**src/rtl/muldiv_unit.sv**
```systemverilog
// muldiv_unit: multi-cycle multiply/divide for the execute stage.
// It takes one MULT/MULTU/DIV/DIVU at a time, iterates radix-2 over 32
// steps, and then issues a single-cycle HI/LO write to the hilo register
// pair.
//
// Optional feature macro: MULDIV_FAST_MUL_EN
//   When defined, MULT/MULTU use a single-cycle multiplier at accept and
//   write in the next cycle. Divide is unchanged.
//   When undefined, multiply runs the same 32-step iterative path as divide.
//
// Ports:
//   clk        clock; all state changes on posedge
//   resetn     synchronous active-low reset
//   valid      operation request
//   op         2'b00 MULT, 2'b01 MULTU, 2'b10 DIV, 2'b11 DIVU
//   a, b       rs / rt operands (multiplicand/dividend, multiplier/divisor)
//   flush      cancel the in-flight operation; no write is produced
//   ready      high only in IDLE
//   done       one-cycle completion pulse, gated by !flush
//   hi_write   hilo write strobe for HI (equals done)
//   lo_write   hilo write strobe for LO (equals done)
//   hi_data    upper product or remainder; valid while done
//   lo_data    lower product or quotient; valid while done
//   dbg_state  current FSM state, for observation only
//
// Handshake: a request transfers on a posedge where valid & ready & !flush.
// ready is high only in IDLE. valid while ready is low is ignored.
// Operands are captured at the transfer and need not be held afterwards.
module muldiv_unit #(
  parameter int WIDTH = 32
) (
  input  logic             clk,
  input  logic             resetn,
  input  logic             valid,
  input  logic [1:0]       op,
  input  logic [WIDTH-1:0] a,
  input  logic [WIDTH-1:0] b,
  input  logic             flush,
  output logic             ready,
  output logic             done,
  output logic             hi_write,
  output logic             lo_write,
  output logic [WIDTH-1:0] hi_data,
  output logic [WIDTH-1:0] lo_data,
  output logic [1:0]       dbg_state
);

  typedef enum logic [1:0] {
    S_IDLE = 2'd0,
    S_BUSY = 2'd1,
    S_DONE = 2'd2
  } state_t;

  state_t             state;
  logic [5:0]         step;
  logic               op_div;
  logic               neg_q;
  logic               neg_r;
  logic               div_zero;
  // Multiply: multiplicand. Divide: divisor.
  logic [WIDTH-1:0]   operand;
  // Multiply: {partial product, multiplier}.
  // Divide:   {partial remainder, dividend/quotient}.
  logic [2*WIDTH-1:0] acc;

  logic [WIDTH-1:0]   a_abs;
  logic [WIDTH-1:0]   b_abs;
  logic [WIDTH-1:0]   mul_add;
  logic [WIDTH:0]     mul_sum;
  logic [WIDTH:0]     div_shift;
  logic               div_fits;
  logic [WIDTH-1:0]   div_diff;
  logic [2*WIDTH-1:0] acc_next;
  logic [WIDTH-1:0]   res_hi;
  logic [WIDTH-1:0]   res_lo;

`ifdef MULDIV_FAST_MUL_EN
  logic [2*WIDTH-1:0] fast_prod;

  always_comb begin
    fast_prod = '0;
    if (op[0]) begin
      fast_prod = {{WIDTH{1'b0}}, a} * {{WIDTH{1'b0}}, b};
    end else begin
      fast_prod = {{WIDTH{a[WIDTH-1]}}, a} * {{WIDTH{b[WIDTH-1]}}, b};
    end
  end
`endif

  // op[0] == 0 selects the signed variants. Those work on magnitudes and
  // fix the sign of the result at the end.
  always_comb begin
    a_abs = (!op[0] && a[WIDTH-1]) ? -a : a;
    b_abs = (!op[0] && b[WIDTH-1]) ? -b : b;
  end

  // One radix-2 step of either the shift-add multiply or the restoring
  // divide. Both operate on the shared accumulator.
  always_comb begin
    mul_add   = acc[0] ? operand : '0;
    mul_sum   = {1'b0, acc[2*WIDTH-1:WIDTH]} + {1'b0, mul_add};
    div_shift = {acc[2*WIDTH-1:WIDTH], acc[WIDTH-1]};
    div_fits  = div_shift >= {1'b0, operand};
    // When the divisor fits, the difference is below 2^32, so the low
    // 32 bits hold the complete value.
    div_diff  = div_shift[WIDTH-1:0] - operand;
    if (op_div) begin
      acc_next = {(div_fits ? div_diff : div_shift[WIDTH-1:0]),
                  acc[WIDTH-2:0], div_fits};
    end else begin
      acc_next = {mul_sum, acc[WIDTH-1:1]};
    end
  end

  // Sign fix-up applied to the value produced by the final step.
  // Divide by zero: the quotient is forced to all ones. The remainder
  // path reproduces the original dividend on its own, because every step
  // "fits" and the negation restores the sign of a.
  always_comb begin
    res_hi = '0;
    res_lo = '0;
    if (op_div) begin
      res_hi = neg_r ? -acc_next[2*WIDTH-1:WIDTH] : acc_next[2*WIDTH-1:WIDTH];
      if (div_zero) begin
        res_lo = '1;
      end else begin
        res_lo = neg_q ? -acc_next[WIDTH-1:0] : acc_next[WIDTH-1:0];
      end
    end else begin
      {res_hi, res_lo} = neg_q ? -acc_next : acc_next;
    end
  end

  always_ff @(posedge clk) begin
    if (!resetn) begin
      state    <= S_IDLE;
      step     <= '0;
      op_div   <= 1'b0;
      neg_q    <= 1'b0;
      neg_r    <= 1'b0;
      div_zero <= 1'b0;
      operand  <= '0;
      acc      <= '0;
      hi_data  <= '0;
      lo_data  <= '0;
    end else if (flush) begin
      state <= S_IDLE;
      step  <= '0;
    end else begin
      case (state)
        S_IDLE: begin
          if (valid) begin
            op_div   <= op[1];
            neg_q    <= !op[0] && (a[WIDTH-1] ^ b[WIDTH-1]);
            neg_r    <= !op[0] && a[WIDTH-1];
            div_zero <= op[1] && (b == '0);
            operand  <= op[1] ? b_abs : a_abs;
            acc      <= {{WIDTH{1'b0}}, (op[1] ? a_abs : b_abs)};
            step     <= '0;
`ifdef MULDIV_FAST_MUL_EN
            if (!op[1]) begin
              {hi_data, lo_data} <= fast_prod;
              state              <= S_DONE;
            end else begin
              state <= S_BUSY;
            end
`else
            state <= S_BUSY;
`endif
          end
        end
        S_BUSY: begin
          acc  <= acc_next;
          step <= step + 6'd1;
          if (step == 6'(WIDTH - 1)) begin
            hi_data <= res_hi;
            lo_data <= res_lo;
            step    <= '0;
            state   <= S_DONE;
          end
        end
        S_DONE: begin
          state <= S_IDLE;
        end
        default: begin
          state <= S_IDLE;
        end
      endcase
    end
  end

  assign ready     = (state == S_IDLE);
  assign done      = (state == S_DONE) && !flush;
  assign hi_write  = done;
  assign lo_write  = done;
  assign dbg_state = state;

endmodule

```
**config.mk**
```make
export PLATFORM = sky130hd
export DESIGN_NAME = muldiv_unit
export DESIGN_NICKNAME = d
export VERILOG_FILES = /design/src/rtl/muldiv_unit.sv
export SDC_FILE = /design/constraint.sdc
export NUM_CORES = 1
export LEC_CHECK = 0
export ABC_CLOCK_PERIOD_IN_PS = 6500
export CORE_UTILIZATION = 35
export DETAILED_ROUTE_END_ITERATION = 10
export SLEW_MARGIN = 20
export SYNTH_ARGS = -nofsm -noshare
export SYNTH_HDL_FRONTEND = slang
export SYNTH_SLANG_ARGS = --single-unit
```
**constraint.sdc**
```tcl
create_clock -name clk -period 6.5 [get_ports clk]
set_clock_uncertainty 0.15 [all_clocks]
set_input_delay 1.625 -clock clk [delete_from_list [all_inputs] [get_ports clk]]
set_output_delay 1.625 -clock clk [all_outputs]
set_load 0.02 [all_outputs]
```
==> impl_metrics.py <==
metrics = {
    "pwr": {
        "peakVddDrop_uv": 201,
        "p_leak_nw": 6.52,
        "power_density_nw_per_um2": 177,
    },
    "grt": {
        "grt_start_max_net_pins": 69,
        "antenna_found_initial": 0,
        "grt_pass1_vias": 14782,
        "track_usage_pct": 26.1,
        "grt_pass1_wl_mm": 88.2,
        "overflow": 0,
    },
    "cells_and_area": {
        "area_growth_pct": 16.2,
        "final_cell_mix": "nand2_1, a21oi_1, nor2_1",
        "antenna_cells": 0,
        "final_common_cell": "nand2_1",
        "final_nets": 2244,
        "drive_gt1_share_pct": 6.71,
    },
    "critical_path": {
        "cp_slowest_cell": "or4_1",
        "path_delay_family": "compound AO/OA/AOI/OAI gates",
        "worst_setup_path_start_kind": "flip-flop",
        "critPathMaxFanout": 15,
        "crit_required_ns": 6.66,
        "worstPathCellList": "inv_1 > ha_1 > a21oi_1 > o21ai_0 > a21oi_4 > o211a_4 > nor2_2 > a21oi_1 > ha_1 > o211ai_1 > nand2b_1 > or4_1 > or2_1 > nor2_1 > a41oi_1 > mux2_2 > a21oi_1 > xor2_1 > o21ai_0",
        "cp.arrival_ns": 5.88,
        "crit_type": "reg -> reg",
        "endpoint_kind": "flip-flop",
        "critical_path_buf_inv_count": 1,
        "crit_top_cell": "a21oi_1",
        "max_stage_delay_ns": 0.56,
    },
    "sta": {
        "setup_viol": 0,
        "tns_ns": 0,
        "worst_slew_pin_slew_ns": 1.00,
        "period_share_pct": 88.0,
        "finalHoldViolCount": 0,
        "fin_ws_ns": 0.780,
        "rsz0062_at_grt": "no",
        "slew_viol_final": 0,
        "period_needed_ns": 5.72,
        "slew_headroom_pct": 33.0,
        "clock.fmax_mhz": 175,
    },
    "clocking": {
        "clkTransAtPathRegs_ns": 0.08,
        "h-tree-depth": 4,
        "clockRootBuffer": "clkbuf_16",
        "ctsResizeCount": 0,
        "cts_tree": "yes",
        "clock_sinks": 172,
        "ctsHoldBuffers": 0,
        "cts.path.max_buffers": 2,
        "cts_inserted_buffers": 17,
        "cts_setup_buffers": 0,
        "clock_latency_ns": 0.45,
    },
    "die": {
        "io_pins": 140,
        "core_sq_um": 41900,
        "rows": 75,
        "dieArea_sq_um": 43400,
        "die_w_um": 208,
        "die_h_um": 208,
        "initial_core_util_pct": 35.5,
    },
    "hold_path": {
        "min_path_type": "reg -> reg",
    },
    "placed_design": {
        "globalplace.congestion": 0.964,
        "post-dp-hpwl_mm": 44.8,
        "numPortBuffers": 139,
        "pre_cts_ws_ns": 0.917,
    },
    "synth": {
        "ys_ff_latch": 172,
        "synth_flop_cell": "dfxtp_1",
        "ys_warn_count": 0,
        "synth_largest_area_cell": "dfxtp_1",
        "ys_top_cells_by_area": "dfxtp_1, a21oi_1, ha_1, nand2_1, o21ai_0",
        "postSynthCellCount": 2036,
        "syn-num-nets": 2177,
        "avgSynthCellArea_sq_um": 7.32,
        "ys_async_sr_fraction_pct": 0,
        "synth_area_sq_um": 14900,
        "synthDistinctLibCells": 100,
        "yosysSeqAreaShare_pct": 23.1,
        "synth_top_area_share_pct": 23.1,
        "synth_edf_count": 0,
    },
    "drt": {
        "via_per_inst": 5.95,
        "route.detailed.drc": 0,
        "drt-total-wl_mm": 57.9,
        "drtPass1Iterations": 5,
        "ant_nets": 0,
        "post_drt_wl_per_cell_um": 21.8,
        "drt_iter0_drc": 1470,
        "vias": 15785,
    },
    "outcome": {
        "status": "finished clean",
    },
    "job": {
        "drv_cap": 0,
    },
}
[cell type report]
cell class	count	area, sq um
clock buffer	17	425
clock inverter	15	171
fill	4301	24600
tap	539	674
inverter	71	267
timing repair buffer	175	1660
multi-input combinational	1666	10700
sequential	172	3450
[final timing paths]
path                                  start     endpoint  slack [ns]  cells past startpoint
worst max-delay path            operand[16]  hi_data[22]        0.78                     19
worst min-delay path            hi_data[26]  hi_data[26]        0.31                      2
worst max register to register  operand[16]  hi_data[22]        0.78                     19
worst min register to register  hi_data[26]  hi_data[26]        0.31                      2
[cells in the mapped netlist, types with 14 or more instances]
cell type,number
or3_1,18
nor2_1,196
nor2b_1,18
a21o_1,16
o21a_1,17
nor3_1,55
a21oi_1,208
a211oi_1,41
a31oi_1,16
inv_1,70
buf_2,17
a22o_1,16
nand3_1,43
and3_1,14
mux2i_1,27
clkbuf_1,90
dfxtp_1,172
nand2b_1,27
and2_1,44
o21ai_0,161
mux2_2,21
xnor2_1,78
o211ai_1,51
xor2_1,73
a222oi_1,18
nand4_1,15
o31ai_1,16
nand2_1,216
ha_1,69
[state kept, by name, indices dropped and copies added (netlist names)]
signal,count
dbg_state,2
neg_q,1
hi_data,32
acc,64
div_zero,1
step,6
operand,32
lo_data,32
op_div,1
neg_r,1
[power breakdown]
group | total, mW | switching, mW | internal [mW]
clock network | 1.06 | 0.537 | 0.518
registers | 1.12 | 0.0361 | 1.08
logic | 0.889 | 0.567 | 0.322
total | 3.06 | 1.14 | 1.92
[worst register-to-register path: cells and delay by family (launching register included)]
family	cells	cell delay [ns]
multiplexers	1	0.35
AND/OR/NAND/NOR	5	1.69
buffers and inverters	1	0.05
XOR/XNOR	1	0.15
AO/OA/AOI/OAI	9	2.14
adder cells (fa/ha/maj)	2	0.70
flip-flops	1	0.36
[routing by layer]
layer	wire (um)	vias up	track usage (%)
met1	25700	7628	34.3
met2	27400	526	44.2
met3	2990	79	2.78
met4	1750	0	8.68
li1	-	7552	-
met5	0	-	0
[stage by stage]
stage	cells	total power [mW]	utilization (%)	hold slack [ns]	area, sq um
2_1_floorplan	2036	1.72	-	0.290	14900
4_1_cts	2655	3.06	41.3	0.311	17300
5_1_grt	2655	3.19	41.3	0.333	17300
6_report	2655	3.06	41.3	0.312	17300
3_3_place_gp	2623	2.00	39.8	0.297	16700
3_5_place_dp	2623	2.01	39.8	0.300	16700
[cells by family (layout without fill, tap and decap cells)]
kind of cell	count (synthesis)	count (layout)	synth area share [%]
XOR/XNOR	151	151	8.88
flip-flops	172	172	23.1
adder cells (fa/ha/maj)	71	71	6.06
AO/OA/AOI/OAI	688	688	30.3
AND/OR/NAND/NOR	708	708	22.8
buffers and inverters	198	278	5.43
multiplexers	48	48	3.40
Note: power is estimated with default switching activity, not from simulation.
